==> src/rtl/fadd_share_ctrl_if.sv <==
// Bundle of the two requester handshakes plus the shared add-unit operand/result bus.
// slave is the controller's view; master is the requesters' and add unit's view.
interface fadd_share_ctrl_if;
  logic        a_valid;
  logic        a_ready;
  logic [31:0] a_op1;
  logic [31:0] a_op2;
  logic        a_sub;
  logic        a_rvalid;
  logic [31:0] a_result;

  logic        b_valid;
  logic        b_ready;
  logic [31:0] b_op1;
  logic [31:0] b_op2;
  logic        b_sub;
  logic        b_rvalid;
  logic [31:0] b_result;

  logic [31:0] fu_op1;
  logic [31:0] fu_op2;
  logic [31:0] fu_result;

  modport slave (
    input  a_valid, a_op1, a_op2, a_sub,
    output a_ready, a_rvalid, a_result,
    input  b_valid, b_op1, b_op2, b_sub,
    output b_ready, b_rvalid, b_result,
    output fu_op1, fu_op2,
    input  fu_result
  );

  modport master (
    output a_valid, a_op1, a_op2, a_sub,
    input  a_ready, a_rvalid, a_result,
    output b_valid, b_op1, b_op2, b_sub,
    input  b_ready, b_rvalid, b_result,
    input  fu_op1, fu_op2,
    output fu_result
  );
endinterface

==> src/rtl/fadd_share_ctrl.sv <==
// Round-robin sharing of one fixed-latency float adder between requesters A and B.
// A tag pipeline as deep as the adder steers each result back to its issuer.
module fadd_share_ctrl #(
  parameter int LATENCY = 3
) (
  input  logic               clk,
  input  logic               reset,
  fadd_share_ctrl_if.slave   bus,
  output logic               busy
);

  localparam int DATA_W = 32;

  typedef enum logic {PTR_A = 1'b0, PTR_B = 1'b1} ptr_e;

  ptr_e              ptr_q, ptr_d;
  logic              grant_a, grant_b, grant_any;

  logic [DATA_W-1:0] fu_op1_q, fu_op1_d;
  logic [DATA_W-1:0] fu_op2_q, fu_op2_d;

  // Tag id: 0 = A, 1 = B. Stage LATENCY lines up with fu_result.
  logic [LATENCY:0]  tag_vld_q, tag_vld_d;
  logic [LATENCY:0]  tag_id_q,  tag_id_d;

  logic              a_rvalid_q, a_rvalid_d;
  logic              b_rvalid_q, b_rvalid_d;
  logic [DATA_W-1:0] a_result_q, a_result_d;
  logic [DATA_W-1:0] b_result_q, b_result_d;

  logic              ret_vld, ret_id;

  function automatic logic [DATA_W-1:0] flip_sign(input logic [DATA_W-1:0] op,
                                                  input logic              sub);
    return {op[DATA_W-1] ^ sub, op[DATA_W-2:0]};
  endfunction

  // Grants are suppressed while reset is held so no handshake completes.
  always_comb begin
    grant_a = 1'b0;
    grant_b = 1'b0;
    if (reset) begin
      if (bus.a_valid && (!bus.b_valid || ptr_q == PTR_A)) begin
        grant_a = 1'b1;
      end else if (bus.b_valid) begin
        grant_b = 1'b1;
      end
    end
  end

  assign grant_any   = grant_a | grant_b;
  assign bus.a_ready = grant_a;
  assign bus.b_ready = grant_b;

  always_comb begin
    ptr_d = ptr_q;
    if (grant_a) begin
      ptr_d = PTR_B;
    end else if (grant_b) begin
      ptr_d = PTR_A;
    end
  end

  always_comb begin
    fu_op1_d = fu_op1_q;
    fu_op2_d = fu_op2_q;
    if (grant_a) begin
      fu_op1_d = bus.a_op1;
      fu_op2_d = flip_sign(bus.a_op2, bus.a_sub);
    end else if (grant_b) begin
      fu_op1_d = bus.b_op1;
      fu_op2_d = flip_sign(bus.b_op2, bus.b_sub);
    end
  end

  assign tag_vld_d = {tag_vld_q[LATENCY-1:0], grant_any};
  assign tag_id_d  = {tag_id_q[LATENCY-1:0],  grant_b};

  assign ret_vld = tag_vld_q[LATENCY];
  assign ret_id  = tag_id_q[LATENCY];

  always_comb begin
    a_rvalid_d = ret_vld & ~ret_id;
    b_rvalid_d = ret_vld &  ret_id;
    a_result_d = a_result_q;
    b_result_d = b_result_q;
    if (a_rvalid_d) begin
      a_result_d = bus.fu_result;
    end
    if (b_rvalid_d) begin
      b_result_d = bus.fu_result;
    end
  end

  always_ff @(posedge clk or negedge reset) begin
    if (!reset) begin
      ptr_q      <= PTR_A;
      tag_vld_q  <= '0;
      tag_id_q   <= '0;
      fu_op1_q   <= '0;
      fu_op2_q   <= '0;
      a_rvalid_q <= 1'b0;
      b_rvalid_q <= 1'b0;
      a_result_q <= '0;
      b_result_q <= '0;
    end else begin
      ptr_q      <= ptr_d;
      tag_vld_q  <= tag_vld_d;
      tag_id_q   <= tag_id_d;
      fu_op1_q   <= fu_op1_d;
      fu_op2_q   <= fu_op2_d;
      a_rvalid_q <= a_rvalid_d;
      b_rvalid_q <= b_rvalid_d;
      a_result_q <= a_result_d;
      b_result_q <= b_result_d;
    end
  end

  assign bus.fu_op1   = fu_op1_q;
  assign bus.fu_op2   = fu_op2_q;
  assign bus.a_rvalid = a_rvalid_q;
  assign bus.b_rvalid = b_rvalid_q;
  assign bus.a_result = a_result_q;
  assign bus.b_result = b_result_q;

  assign busy = (|tag_vld_q) | a_rvalid_q | b_rvalid_q;

endmodule

==> src/flat_wrapper.sv <==
// flat-port wrapper written by rule: the top's interface ports become plain ports
module fadd_share_ctrl_flat 
#(
  parameter int LATENCY = 3
)
  (clk, reset, busy, bus_a_valid, bus_a_op1, bus_a_op2, bus_a_sub, bus_a_ready, bus_a_rvalid, bus_a_result, bus_b_valid, bus_b_op1, bus_b_op2, bus_b_sub, bus_b_ready, bus_b_rvalid, bus_b_result, bus_fu_op1, bus_fu_op2, bus_fu_result);
  fadd_share_ctrl_if bus_i ();
  input  logic clk;
  input  logic reset;
  output logic busy;
  input wire logic [$bits(bus_i.a_valid)-1:0] bus_a_valid;
  input wire logic [$bits(bus_i.a_op1)-1:0] bus_a_op1;
  input wire logic [$bits(bus_i.a_op2)-1:0] bus_a_op2;
  input wire logic [$bits(bus_i.a_sub)-1:0] bus_a_sub;
  output wire logic [$bits(bus_i.a_ready)-1:0] bus_a_ready;
  output wire logic [$bits(bus_i.a_rvalid)-1:0] bus_a_rvalid;
  output wire logic [$bits(bus_i.a_result)-1:0] bus_a_result;
  input wire logic [$bits(bus_i.b_valid)-1:0] bus_b_valid;
  input wire logic [$bits(bus_i.b_op1)-1:0] bus_b_op1;
  input wire logic [$bits(bus_i.b_op2)-1:0] bus_b_op2;
  input wire logic [$bits(bus_i.b_sub)-1:0] bus_b_sub;
  output wire logic [$bits(bus_i.b_ready)-1:0] bus_b_ready;
  output wire logic [$bits(bus_i.b_rvalid)-1:0] bus_b_rvalid;
  output wire logic [$bits(bus_i.b_result)-1:0] bus_b_result;
  output wire logic [$bits(bus_i.fu_op1)-1:0] bus_fu_op1;
  output wire logic [$bits(bus_i.fu_op2)-1:0] bus_fu_op2;
  input wire logic [$bits(bus_i.fu_result)-1:0] bus_fu_result;
  assign bus_i.a_valid = bus_a_valid;
  assign bus_i.a_op1 = bus_a_op1;
  assign bus_i.a_op2 = bus_a_op2;
  assign bus_i.a_sub = bus_a_sub;
  assign bus_a_ready = bus_i.a_ready;
  assign bus_a_rvalid = bus_i.a_rvalid;
  assign bus_a_result = bus_i.a_result;
  assign bus_i.b_valid = bus_b_valid;
  assign bus_i.b_op1 = bus_b_op1;
  assign bus_i.b_op2 = bus_b_op2;
  assign bus_i.b_sub = bus_b_sub;
  assign bus_b_ready = bus_i.b_ready;
  assign bus_b_rvalid = bus_i.b_rvalid;
  assign bus_b_result = bus_i.b_result;
  assign bus_fu_op1 = bus_i.fu_op1;
  assign bus_fu_op2 = bus_i.fu_op2;
  assign bus_i.fu_result = bus_fu_result;
  fadd_share_ctrl #(.LATENCY(LATENCY)) u_core (.clk(clk), .reset(reset), .bus(bus_i), .busy(busy));
endmodule
==> config.mk <==
export PLATFORM = sky130hd
export DESIGN_NAME = fadd_share_ctrl_flat
export DESIGN_NICKNAME = d
export VERILOG_FILES = /design/src/rtl/fadd_share_ctrl_if.sv /design/src/rtl/fadd_share_ctrl.sv /design/src/flat_wrapper.sv
export SDC_FILE = /design/constraint.sdc
export NUM_CORES = 1
export LEC_CHECK = 0
export BUFFER_PORTS_ARGS = -buffer_cell sky130_fd_sc_hd__clkbuf_2
export CAP_MARGIN = 30
export CORE_ASPECT_RATIO = 0.6
export CORE_MARGIN = 2
export CORE_UTILIZATION = 23
export DETAILED_ROUTE_END_ITERATION = 16
export GPL_TIMING_DRIVEN = 0
export PLACE_DENSITY = 0.43
export SLEW_MARGIN = 0
export SYNTH_ARGS = -nofsm -noshare
export SYNTH_HDL_FRONTEND = slang
export SYNTH_SLANG_ARGS = --single-unit
==> constraint.sdc <==
create_clock -name clk -period 1.6 [get_ports clk]
set_clock_uncertainty 0.1 [all_clocks]
set_input_delay 0.16 -clock clk [delete_from_list [all_inputs] [get_ports clk]]
set_output_delay 0.16 -clock clk [all_outputs]
set_load 0.01 [all_outputs]
Word level (Yosys, flattened, before mapping)
Cells that the tools add are included.
{ "totals": {"ff_bits": 139, "inputBits": 166, "output_inout_bits": 133, "wordCells": 34} }
{ "classes": {"n_mux": 11, "n_bitwise": 9, "reduce_logical": 5} }
{ "ops": {"columns": ["cell", "n"], "rows": [
  ["$mux 32", 4],
  ["$mux 1", 7],
  ["$reduce_or 4->1", 1],
  ["$or 1x1->1", 3],
  ["$and 1x1->1", 2],
  ["$not 1->1", 2],
  ["$reduce_bool 2->1", 1],
  ["$xor 1x1->1", 2],
  ["$logic_and 1x1->1", 1],
  ["$logic_not 1->1", 1],
  ["$logic_or 1x1->1", 1]
]} }

Longest topological paths before layout
{ "depth": {"ltp_word": 7, "mapped_depth": 6, "ltp_nobuf": 4} }

Worst setup path before layout
Ideal clock, no wire load.
{ "synth_timing": {"path_kind": "register to register", "from": "reg u_core.ptr_q", "to": "reg u_core.fu_op1_q[25] (netlist: u_core.bus.fu_op1[25])", "setup_time_ps": 125, "arrival_time_ps": 1234, "t_required_ps": 1375, "slack_ps": 142, "stages_incl_launch_ff": 6, "path_buffers": 2, "period_less_slack_ps": 1458, "path_cell_list": "dfrtp_1 nand2_1 nand3_1 buf_2 buf_2 mux2_2"} }
{ "synth_via": {"elab_chain_cells": 6, "elab_cells_between_ends": 9, "cone_classes": "mux: 5; bitwise: 1; reduce/logical: 3"} }
{ "synth_rtl": {"columns": ["element", "line", "rtl"], "rows": [
  ["from (decl)", "fadd_share_ctrl.sv:16", "ptr_e ptr_q, ptr_d;"],
  ["from (signal assigned)", "fadd_share_ctrl.sv:107", "ptr_q <= ptr_d;"],
  ["$not 1->1 (*)", "fadd_share_ctrl.sv:43", "if (bus.a_valid && (!bus.b_valid || ptr_q == PTR_A)) begin"],
  ["$logic_or 1x1->1 (*)", "fadd_share_ctrl.sv:43", null],
  ["$logic_and 1x1->1 (*)", "fadd_share_ctrl.sv:43", null],
  ["$mux 1", "fadd_share_ctrl.sv:43", null],
  ["$mux 1", "fadd_share_ctrl.sv:42", "if (reset) begin"],
  ["$mux 32 or $reduce_bool 2->1 (tied branches)", null, null],
  ["to (signal assigned)", "fadd_share_ctrl.sv:110", "fu_op1_q <= fu_op1_d;"],
  ["to (decl)", "fadd_share_ctrl.sv:19", "logic [DATA_W-1:0] fu_op1_q, fu_op1_d;"]
]} }
Every way passes the cells marked *; elsewhere a longest branch is shown, timed or not.
A chain may end at the register's enable or synchronous reset.

Worst setup path after layout
{ "layout_timing": {"from": "reg u_core.ptr_q", "to": "out bus_a_ready"} }
{ "layout_via": {"elab_chain_cells": 5} }
{ "layout_rtl": {"columns": ["element", "line", "rtl"], "rows": [
  ["$not 1->1", "fadd_share_ctrl.sv:43", null],
  ["$logic_or 1x1->1", "fadd_share_ctrl.sv:43", null],
  ["$logic_and 1x1->1", "fadd_share_ctrl.sv:43", null],
  ["$mux 1", "fadd_share_ctrl.sv:43", null],
  ["$mux 1", "fadd_share_ctrl.sv:42", null],
  ["to (decl)", "flat_wrapper.sv:15", "output wire logic [$bits(bus_i.a_ready)-1:0] bus_a_ready;"]
]} }
No other way between the ends.

==> results.yml <==
outcome:
  outcome: "finished with violations"
  violations: "hold timing, setup timing"
finish:
  nets: 1029
  design_area_sq_um: 10400
  stdcell_count: 1205
  final_util: 0.411
  syn_to_final_growth_pct: 75.1
  layout-drive-gt1-share: 0.638
  final_common_cell: "clkbuf_2"
  antenna_cells: 0
  fillers: 2413
  layout_common_cells: "296 x clkbuf_2, 164 x mux2_2, 162 x dlygate4sd3_1"
place:
  globalplace.congestion: 0.723
  port_buffers: 298
  placed_cell_area_sq_um: 7890
  hpwlAfterDp_mm: 12.6
  dpl.cell_count: 998
clock_network:
  cts.sinks: 139
  path_clk_slew_ns: 0.06
  cts_tree: "yes"
  cts_buffers: 17
  cts_buffer_depth: 2
  htree_levels: 4
  postCtsHoldBufs: 164
  root_buffer: "clkbuf_16"
  insertion_delay_ns: 0.41
drt:
  antenna_left: 0
  avgViaCountPerCell: 4.02
  drtPass1Iterations: 4
  vias: 4839
  drt_iter0_drc: 105
  drc_errors: 0
  wl_per_cell_um: 15.4
  wl_mm: 18.5
sta:
  fin_ws_ns: -0.0599
  worst_slew_pin_slew_ns: 0.284
  hold_viol: 68
  rsz0062_at_grt: "true"
  maxSlewHeadroom: 0.811
  period_needed_ns: 1.66
  finalCritPeriodShare: 1.04
  timing.hold.ws_ns: -0.387
  maxSlewViolCount: 0
  max_freq_mhz: 602
  setup_violations: 1
logic_synthesis:
  ys_ff_latch: 139
  synth-adder-area-share: 0
  syn_area_sq_um: 5950
  synth_xor_area_frac: 0.00294
  synth_nets: 536
  synth_cell_types: 16
  synth-warning-count: 0
  synth_compound_area_frac: 0.000841
  syn-instance-count: 370
  ys_seq_area_frac: 0.585
  muxShareOfSynthArea: 0.379
  synth_top_family_by_area: "multiplexers"
  synthSimpleGateAreaFrac: 0.00799
  synth_area_per_cell_sq_um: 16.1
setup_path:
  worst_setup_path_end_kind: "primary output"
  path_class: "reg -> out"
  critPathMaxFanout: 7
  critPathRequiredTime_ns: 1.34
  crit_arrival_ns: 1.40
  r2r_setup_slack_ns: 0.02
  startpoint_type: "register"
global_routing:
  grt_first_pass_wirelength_mm: 28.3
  antenna_found_initial: 0
  met1_usage: 0.171
  grt_max_degree: 38
  grtUsageMet2: 0.222
  gr-total-overflow: 0
  grtUsageTotal: 0.136
  grt_pass1_vias: 5333
  grt_busiest_layer: "met2"
  use_met3: 0.0447
worst_hold_path:
  hold_path.class: "in -> async"
pwr:
  ir_drop_v: 0.000648
  pwr-share-clk: 0.348
  leakage_nw: 5.07
  combPwrFrac: 0.263
  net-switching-power_mw: 3.30
  seq_power_share: 0.389
  power_per_cell_area_nw_per_um2: 1140
  p_int_mw: 8.54
  power_switching_share: 0.278
floorplan:
  dieHeight_um: 129
  die-area_sq_um: 27200
  ios: 299
  initial_core_util: 0.235
  core_sq_um: 25300
  die_x_um: 212
  rows: 45
flow_run:
  maxCapViolCount: 0
==> worst max-delay path, stage by stage, from the launching register on <==
cell and delay, ns:
dfrtp_1 0.38, nand2_2 0.09, nand3_4 0.08, buf_8 0.15
buf_12 0.14, clkinv_8 0.04, buf_6 0.08
==> sequential cells by signal, indices dropped and copies added (netlist names) <==
name and count:
u_core.bus.a_result 32, u_core.bus.a_rvalid 1, u_core.bus.fu_op1 32, u_core.tag_vld_q 4, u_core.bus.b_rvalid 1, u_core.bus.fu_op2 32
u_core.bus.b_result 32, u_core.ptr_q 1, u_core.tag_id_q 4
==> timing repair <==
action,4_1_cts,5_1_grt
endpoints found under the setup margin,97,82
setup buffers,4,6
gates cloned,2,0
resized for setup,21,18
pin swaps,2,1
endpoints found under the hold margin,268,68
==> cell families (layout without fill, tap and decap cells) <==
group | count (synthesis) | in the layout
muxes | 192 | 192
DFF | 139 | 139
buffers and inverters | 25 | 531
and+or+nand+nor | 11 | 11
xor gates and xnor gates | 2 | 2
AOI/OAI and AO/OA | 1 | 1
==> layout make-up <==
cell class	instances	area [sq um]	share of cell area
Tap cell	329	412	0.0395
Buffer	20	204	0.0196
Inverter	4	27.5	0.00264
Multi-Input combinational cell	206	2350	0.226
Clock buffer	19	443	0.0425
Sequential cell	139	3480	0.334
Timing Repair Buffer	475	3340	0.320
Clock inverter	13	165	0.0159
==> metrics by stage <==
stage	setup TNS, ns	power, mW	hold slack [ns]	setup slack (ns)
after detailed placement	-56.83	7.37	0.118	-0.976
after floorplan	0	6.06	-0.236	0.142
after CTS	-0.149	12.0	-0.404	-0.149
after global routing	-0.304	12.5	-0.393	-0.134
after global placement	-533.23	7.29	0.234	-3.50
final	-0.0599	11.8	-0.387	-0.0599
==> final timing paths <==
path,startpoint,endpoint,depth (start not counted)
worst max-delay path,u_core.ptr_q,bus_a_ready,6
min in group clk,bus_b_op2[18],u_core.bus.fu_op2[18],3
worst max register to register,u_core.ptr_q,u_core.bus.fu_op2[30],7
worst min register to register,u_core.tag_id_q[2],u_core.tag_id_q[3],0
max in group asynchronous,reset,u_core.bus.b_result[15],3
worst min-delay path,reset,u_core.bus.fu_op1[5],2
==> synth_stat cells <==
cell,count,share of area
a21oi_1,1,0.00084
buf_2,16,0.013
buf_6,4,0.0076
clkbuf_1,1,0.00063
dfrtp_1,139,0.58
inv_1,4,0.0025
mux2_2,164,0.31
mux2_4,26,0.066
mux2i_1,2,0.0034
nand2_1,7,0.0044
nand2b_1,1,0.0011
nand3_1,1,0.00084
nor2_1,1,0.00063
nor4_1,1,0.0011
xnor2_1,1,0.0015
xor2_1,1,0.0015
==> metal layers <==
layer	up-vias	wire length, um
met1	2372	8430
met2	156	8750
met5	-	0
li1	2293	-
met3	18	1050
met4	0	282
==> power by group through the flow <==
stage	Sequential, mW	Combinational [mW]	Clock, mW
2_1_floorplan	4.95	1.11	0
3_3_place_gp	4.62	2.67	0
3_5_place_dp	4.66	2.71	0
4_1_cts	4.60	3.11	4.29
5_1_grt	4.69	3.36	4.43
6_report	4.61	3.11	4.12
Note: power is estimated with default switching activity, not from simulation.
